File: config.mk
export PLATFORM = sky130hd
export DESIGN_NAME = fb_flip_controller
export DESIGN_NICKNAME = d
export VERILOG_FILES = /design/src/rtl/fb_ctrl_pkg.sv /design/src/rtl/fb_vbl_timer.sv /design/src/rtl/fb_flip_controller.sv
export SDC_FILE = /design/constraint.sdc
export NUM_CORES = 1
export LEC_CHECK = 0
export CORE_ASPECT_RATIO = 1.2
export CORE_MARGIN = 1
export CORE_UTILIZATION = 25
export CTS_BUF_LIST = sky130_fd_sc_hd__clkbuf_2 sky130_fd_sc_hd__clkbuf_4 sky130_fd_sc_hd__clkbuf_8
export CTS_CLUSTER_SIZE = 40
export DETAILED_ROUTE_END_ITERATION = 12
export MAX_ROUTING_LAYER = met4
export PLACE_DENSITY_LB_ADDON = 0.1
export SLEW_MARGIN = 20
export SYNTH_ARGS = -nofsm -noshare
export SYNTH_HDL_FRONTEND = slang
export SYNTH_SLANG_ARGS = --single-unit
File: constraint.sdc
create_clock -name clk -period 6.08 [get_ports clk]
set_input_delay 1.216 -clock clk [delete_from_list [all_inputs] [get_ports clk]]
set_output_delay 1.216 -clock clk [all_outputs]
set_load 0.1 [all_outputs]
File: src/rtl/fb_ctrl_pkg.sv
// Shared types and constants for the framebuffer page-flip controller.
package fb_ctrl_pkg;

   // Controller sequencing states
   typedef enum logic [2:0] {
      StInitAddr,
      StInitEn,
      StIdle,
      StWrEn,
      StWaitVbl,
      StWrAddr,
      StDone
   } fb_state_e;

   // Scan-out control port register map
   localparam logic CTRL_REG_ADDR   = 1'b0;
   localparam logic CTRL_REG_STATUS = 1'b1;

   // Default frame geometry: one 32-bit word per pixel
   localparam int unsigned FB_WIDTH       = 1024;
   localparam int unsigned FB_HEIGHT      = 768;
   localparam logic [31:0] FB_WORD_STRIDE = 32'(FB_WIDTH * FB_HEIGHT);

   // Word address of buffer idx; wraps mod 2^32
   function automatic logic [31:0] fb_base_of(logic [31:0] base, logic [31:0] stride,
                                              logic [1:0] idx);
      return base + stride * {30'b0, idx};
   endfunction

endpackage

File: src/rtl/fb_vbl_timer.sv
// Clearable cycle counter that flags the last cycle of the frame-end wait window.
module fb_vbl_timer #(
   parameter int unsigned VBL_TIMEOUT = 2_000_000
) (
   input  logic clk,
   input  logic reset,
   input  logic clear,
   input  logic enable,
   output logic tc
);

   logic [31:0] count_q;

   assign tc = (count_q == 32'(VBL_TIMEOUT - 1));

   // Count while enabled; hold at terminal count so a stalled wait never wraps
   always_ff @(posedge clk) begin
      if (reset || clear) begin
         count_q <= '0;
      end else if (enable && !tc) begin
         count_q <= count_q + 32'd1;
      end
   end

endmodule

File: src/rtl/fb_flip_controller.sv
// Page-flip controller: reprograms the scan-out start address only at frame end,
// tracks front/back buffers, gates scan-out enable and counts displayed frames.
module fb_flip_controller
   import fb_ctrl_pkg::*;
#(
   parameter int unsigned NUM_BUFFERS     = 2,
   parameter logic [31:0] FB_BASE         = 32'h1100_0000,
   parameter logic [31:0] FB_STRIDE       = FB_WORD_STRIDE,
   parameter int unsigned VBL_TIMEOUT     = 2_000_000,
   parameter logic        ENABLE_AT_RESET = 1'b0
) (
   input  logic        clk,
   input  logic        reset,
   input  logic        req_flip,
   input  logic        req_enable,
   input  logic        req_disable,
   input  logic        frame_end,
   output logic        ctrl_chep,
   output logic        ctrl_write,
   output logic        ctrl_address,
   output logic [31:0] ctrl_data,
   output logic [1:0]  front_idx,
   output logic [1:0]  back_idx,
   output logic [31:0] back_addr,
   output logic        flip_pending,
   output logic        flip_done,
   output logic        disp_enabled,
   output logic [31:0] frame_cnt
);

   fb_state_e   state_q, state_d;
   logic        pend_en_q, pend_en_d;
   logic        pend_dis_q, pend_dis_d;
   logic        en_val_q, en_val_d;
   logic        accept_flip;
   logic        timer_clear;
   logic        timer_tc;
   logic [1:0]  next_back;

   assign next_back = (back_idx == 2'(NUM_BUFFERS - 1)) ? 2'd0 : back_idx + 2'd1;

   fb_vbl_timer #(
      .VBL_TIMEOUT (VBL_TIMEOUT)
   ) u_vbl_timer (
      .clk    (clk),
      .reset  (reset),
      .clear  (timer_clear),
      .enable (state_q == StWaitVbl),
      .tc     (timer_tc)
   );

   // Next-state, sticky enable/disable requests and flip acceptance
   always_comb begin
      state_d     = state_q;
      pend_en_d   = pend_en_q | req_enable;
      pend_dis_d  = pend_dis_q | req_disable;
      en_val_d    = en_val_q;
      accept_flip = 1'b0;
      timer_clear = 1'b0;
      case (state_q)
         StInitAddr: state_d = StInitEn;
         StInitEn:   state_d = StIdle;
         StIdle: begin
            if (pend_dis_d) begin
               state_d    = StWrEn;
               en_val_d   = 1'b0;
               pend_en_d  = 1'b0;
               pend_dis_d = 1'b0;
            end else if (pend_en_d) begin
               state_d    = StWrEn;
               en_val_d   = 1'b1;
               pend_en_d  = 1'b0;
               pend_dis_d = 1'b0;
            end else if (req_flip && !flip_pending) begin
               state_d     = StWaitVbl;
               accept_flip = 1'b1;
               timer_clear = 1'b1;
            end
         end
         StWrEn: state_d = StIdle;
         StWaitVbl: begin
            // A disabled display has no frame end to wait for
            if (frame_end || timer_tc || !disp_enabled) begin
               state_d = StWrAddr;
            end
         end
         StWrAddr: state_d = StDone;
         StDone:   state_d = StIdle;
         default:  state_d = StInitAddr;
      endcase
   end

   // Registered state, control-port writes, buffer indices and frame counter
   always_ff @(posedge clk) begin
      if (reset) begin
         state_q      <= StInitAddr;
         pend_en_q    <= 1'b0;
         pend_dis_q   <= 1'b0;
         en_val_q     <= 1'b0;
         ctrl_chep    <= 1'b0;
         ctrl_write   <= 1'b0;
         ctrl_address <= 1'b0;
         ctrl_data    <= '0;
         front_idx    <= 2'd0;
         back_idx     <= 2'd1;
         back_addr    <= fb_base_of(FB_BASE, FB_STRIDE, 2'd1);
         flip_pending <= 1'b0;
         flip_done    <= 1'b0;
         disp_enabled <= 1'b0;
         frame_cnt    <= '0;
      end else begin
         state_q    <= state_d;
         pend_en_q  <= pend_en_d;
         pend_dis_q <= pend_dis_d;
         en_val_q   <= en_val_d;
         ctrl_chep  <= 1'b0;
         ctrl_write <= 1'b0;
         flip_done  <= 1'b0;
         back_addr  <= fb_base_of(FB_BASE, FB_STRIDE, back_idx);
         if (frame_end) begin
            frame_cnt <= frame_cnt + 32'd1;
         end
         if (accept_flip) begin
            flip_pending <= 1'b1;
         end
         case (state_q)
            StInitAddr: begin
               ctrl_chep    <= 1'b1;
               ctrl_write   <= 1'b1;
               ctrl_address <= CTRL_REG_ADDR;
               ctrl_data    <= FB_BASE;
            end
            StInitEn: begin
               ctrl_chep    <= 1'b1;
               ctrl_write   <= 1'b1;
               ctrl_address <= CTRL_REG_STATUS;
               ctrl_data    <= {31'b0, ENABLE_AT_RESET};
               disp_enabled <= ENABLE_AT_RESET;
            end
            StWrEn: begin
               ctrl_chep    <= 1'b1;
               ctrl_write   <= 1'b1;
               ctrl_address <= CTRL_REG_STATUS;
               ctrl_data    <= {31'b0, en_val_q};
               disp_enabled <= en_val_q;
            end
            StWrAddr: begin
               ctrl_chep    <= 1'b1;
               ctrl_write   <= 1'b1;
               ctrl_address <= CTRL_REG_ADDR;
               ctrl_data    <= fb_base_of(FB_BASE, FB_STRIDE, back_idx);
            end
            StDone: begin
               front_idx    <= back_idx;
               back_idx     <= next_back;
               flip_pending <= 1'b0;
               flip_done    <= 1'b1;
            end
            default: ;
         endcase
      end
   end

endmodule

==> results by group <==
Pwr
  – Worst vdd ir: 0.0738 mV
  – Leak pwr: 0.00176 uW
  – P per Cell Area: 233 nW/um^2

Timing
  – Slew Limit Headroom: 31.6%
  – Final min period: 3.37 ns
  – Fmax: 296 MHz
  – Max Slew Vio Count: 0
  – Clock skew after layout: 0.0189 ns
  – Slew @ Worst Pin: 1.02 ns
  – Setup violators final: 0
  – Final Hold Viols: 0
  – Tcrit/Tclk final: 55.5%
  – Setup TNS: 0 ns
  – Worst Slack Setup Final: 2.71 ns
  – Fin Hold WS: 0.460 ns
  – RSZ-0062 raised after global routing: false

Clocking
  – Latest clock arrival within the worst-skew pair: 0.39 ns
  – Resized Gates After CTS: 0
  – Setup bufs post-CTS: 0
  – CTS tree: yes
  – Clk sinks: 89
  – CTS buffer count: 9
  – Clk slew on worst S/H paths: 0.11 ns
  – Htree depth: 3
  – Clk buf depth: 2
  – Post-CTS Hold Buffers: 0
  – Root buf cell: clkbuf_8

Yosys
  – Syn. warnings: 0
  – Synth Cell Area: 4460 um^2
  – Post-Synth Simple-Gate Area: 29.5%
  – Post-synth cell types: 51
  – Synth Area in Compound Gates: 6.70%
  – Syn Area/Cell: 8.50 um^2
  – Synth Area in XOR/XNOR: 8.44%
  – Adder-Cell Fraction of Synth Area: 1.91%
  – Sequential share of the synthesized area: 39.9%
  – Synth Instances: 525
  – Largest family of logic cells by synthesized area: simple AND/OR/NAND/NOR gates
  – Flops & latches, synth: 89
  – Post-synthesis mux area share: 0.476%

Global routing
  – Total GRT Usage: 12.5%
  – Initial antenna violation count: 0
  – Grt total ovfl: 0
  – Number of global-route vias before repair: 3372
  – Largest net degree at the start of global routing: 61
  – First-pass GRT wire length: 17200 um

Worst hold path
  – Worst Hold Depth: 2
  – WHS Endpoint: front_idx[0]
  – Hold Path Class: flip-flop to flip-flop
  – Worst hold path startpoint: front_idx[0]

Route
  – DRC: 0
  – WL final: 10600 um
  – Via count: 3561
  – Starting DRT DRC Count: 149
  – 1st-pass router iterations: 6
  – Via density: 4.48
  – Routed Antenna Nets: 0
  – Routed len/inst: 13.3 um

Worst setup path
  – Crit path depth: 1
  – RR Startpoint: u_vbl_timer.count_q[14]
  – FF-to-FF path depth: 6
  – Crit path cell chain: clkdlybuf4s50_1
  – Max Fanout on Critical Path: 10
  – Critical path class: flip-flop to output pin
  – Required @ worst endpoint: 4.86 ns
  – Crit path DAT: 2.16 ns
  – Crit Reg-Reg Endpoint: state_q[1]
  – R2R setup slack: 3.62 ns
  – Kind of end point of the critical path: output pin
  – Crit path from: frame_cnt[6]
  – Startpoint types: flip-flop
  – Slowest stage delay, CP: 1.21 ns
  – Slowest cell on crit path: clkdlybuf4s50_1
  – CP bufs+invs: 1
  – CP top delay family: buffers and inverters

Placement
  – Pre-CTS WS: 2.49 ns
  – Placer Congestion: 0.735
  – Port Buf Inserts: 58
  – DP Area: 5000 um^2
  – Post-DP HPWL: 7380 um

Floorplanning
  – Core Rows: 53
  – I/O Pins: 112
  – Initial Util: 25.5%
  – Area of the core: 17500 um^2
  – Die area: 18400 um^2
  – Die height: 148 um
  – DIE WIDTH: 124 um

Flow run
  – Max_cap viols: 0

Finish
  – Leading cell type in the layout, fill and taps excluded: dfxtp_1
  – Inserted Diodes: 0
  – Area Growth Syn to Fin: 15.9%
  – Number of fill cells: 1908
  – Share of cells above drive strength 1: 6.26%
  – Fin area: 5180 um^2
  – Most frequent cells in the layout: dfxtp_1, nor2_1, clkdlybuf4s50_1
  – Nets: 582
  – Fin util: 29.6%

Outcome
  – Status: completed
## cell type report
cell class | instances | area, um^2 | area share, %
clock buffers | 9 | 124 | 2.39
clock inverters | 7 | 55.1 | 1.06
inverters | 11 | 41.3 | 0.798
multi-input cells | 398 | 2300 | 44.5
flip-flops and latches | 89 | 1780 | 34.4
well taps | 220 | 275 | 5.32
repair buffers | 61 | 598 | 11.6
## state kept, by name (all words and copies together) (netlist names), 2 cells and up
| register | count |
|---|---|
| front_idx | 2 |
| frame_cnt | 32 |
| back_idx | 2 |
| u_vbl_timer.count_q | 32 |
| back_addr | 4 |
| ctrl_data | 6 |
| state_q | 3 |
## worst register-to-register path, delay by kind of cell, from the launching register on
kind	cells	cell delay (ns)
flops	1	0.35
compound gates	2	1.05
simple gates	3	0.67
buf+inv	1	0.31
## where the power goes
| part | internal, uW | switching (uW) |
|---|---|---|
| Sequential | 589 | 9.18 |
| Clock | 150 | 239 |
| Combinational | 18.3 | 200 |
| Total | 758 | 448 |
## metal layers
metal | GRT usage, % | part of all wire (%) | up-vias
met5 | - | 0 | -
met4 | 5.54 | 1.8 | 0
met3 | 2.80 | 3.7 | 14
met2 | 20.2 | 50 | 68
met1 | 14.8 | 45 | 1677
li1 | - | - | 1802
## worst max path at each step
stage | to | slack (ns)
floorplan | frame_cnt[25] | 3.29
global placement | u_vbl_timer.count_q[31] | 2.28
detailed placement | frame_cnt[25] | 2.49
CTS | frame_cnt[6] | 2.67
global route | frame_cnt[6] | 2.59
finish | frame_cnt[6] | 2.71
## Yosys cell counts (all sizes together)
cell type / count / area, um^2
a2111oi: 1 / 10.0
nand4b: 2 / 17.5
nor3b: 3 / 22.5
or4b: 1 / 10.0
nand4: 21 / 138
nor3: 19 / 95.1
buf: 68 / 497
or3b: 1 / 8.76
a211o: 1 / 8.76
mux2: 1 / 11.3
nor4: 13 / 128
a21oi: 21 / 105
or4: 7 / 56.3
a22oi: 2 / 15.0
and3: 7 / 43.8
nor2b: 6 / 37.5
and2b: 1 / 7.51
o41ai: 1 / 8.76
a211oi: 1 / 7.51
a31oi: 1 / 6.26
nand2b: 4 / 25.0
conb: 2 / 7.51
mux2i: 1 / 10.0
nand3: 36 / 185
o211ai: 7 / 52.6
nand2: 35 / 134
o21ai: 13 / 65.1
nor4b: 2 / 17.5
clkbuf: 10 / 37.5
xnor2: 21 / 184
maj3: 1 / 10.0
xor2: 22 / 193
o31ai: 2 / 20.0
and4: 7 / 61.3
or2: 2 / 12.5
nor2: 66 / 255
dfxtp: 89 / 1780
inv: 11 / 41.3
or3: 10 / 62.6
ha: 6 / 75.1
## per-stage QoR
step                      cells  total power [uW]
after floorplan             576               837
after global placement      779               830
after detailed placement    779               830
after CTS                   795              1230
after global routing        795              1270
final                       795              1210
## kinds of logic after synthesis
kind of cell,Yosys count
other,2
XOR/XNOR,43
buffers and inverters,89
multiplexers,2
AO/OA/AOI/OAI,50
flip-flops,89
adder cells (fa/ha/maj),7
AND/OR/NAND/NOR,243
Note: power is estimated with default switching activity, not from simulation.
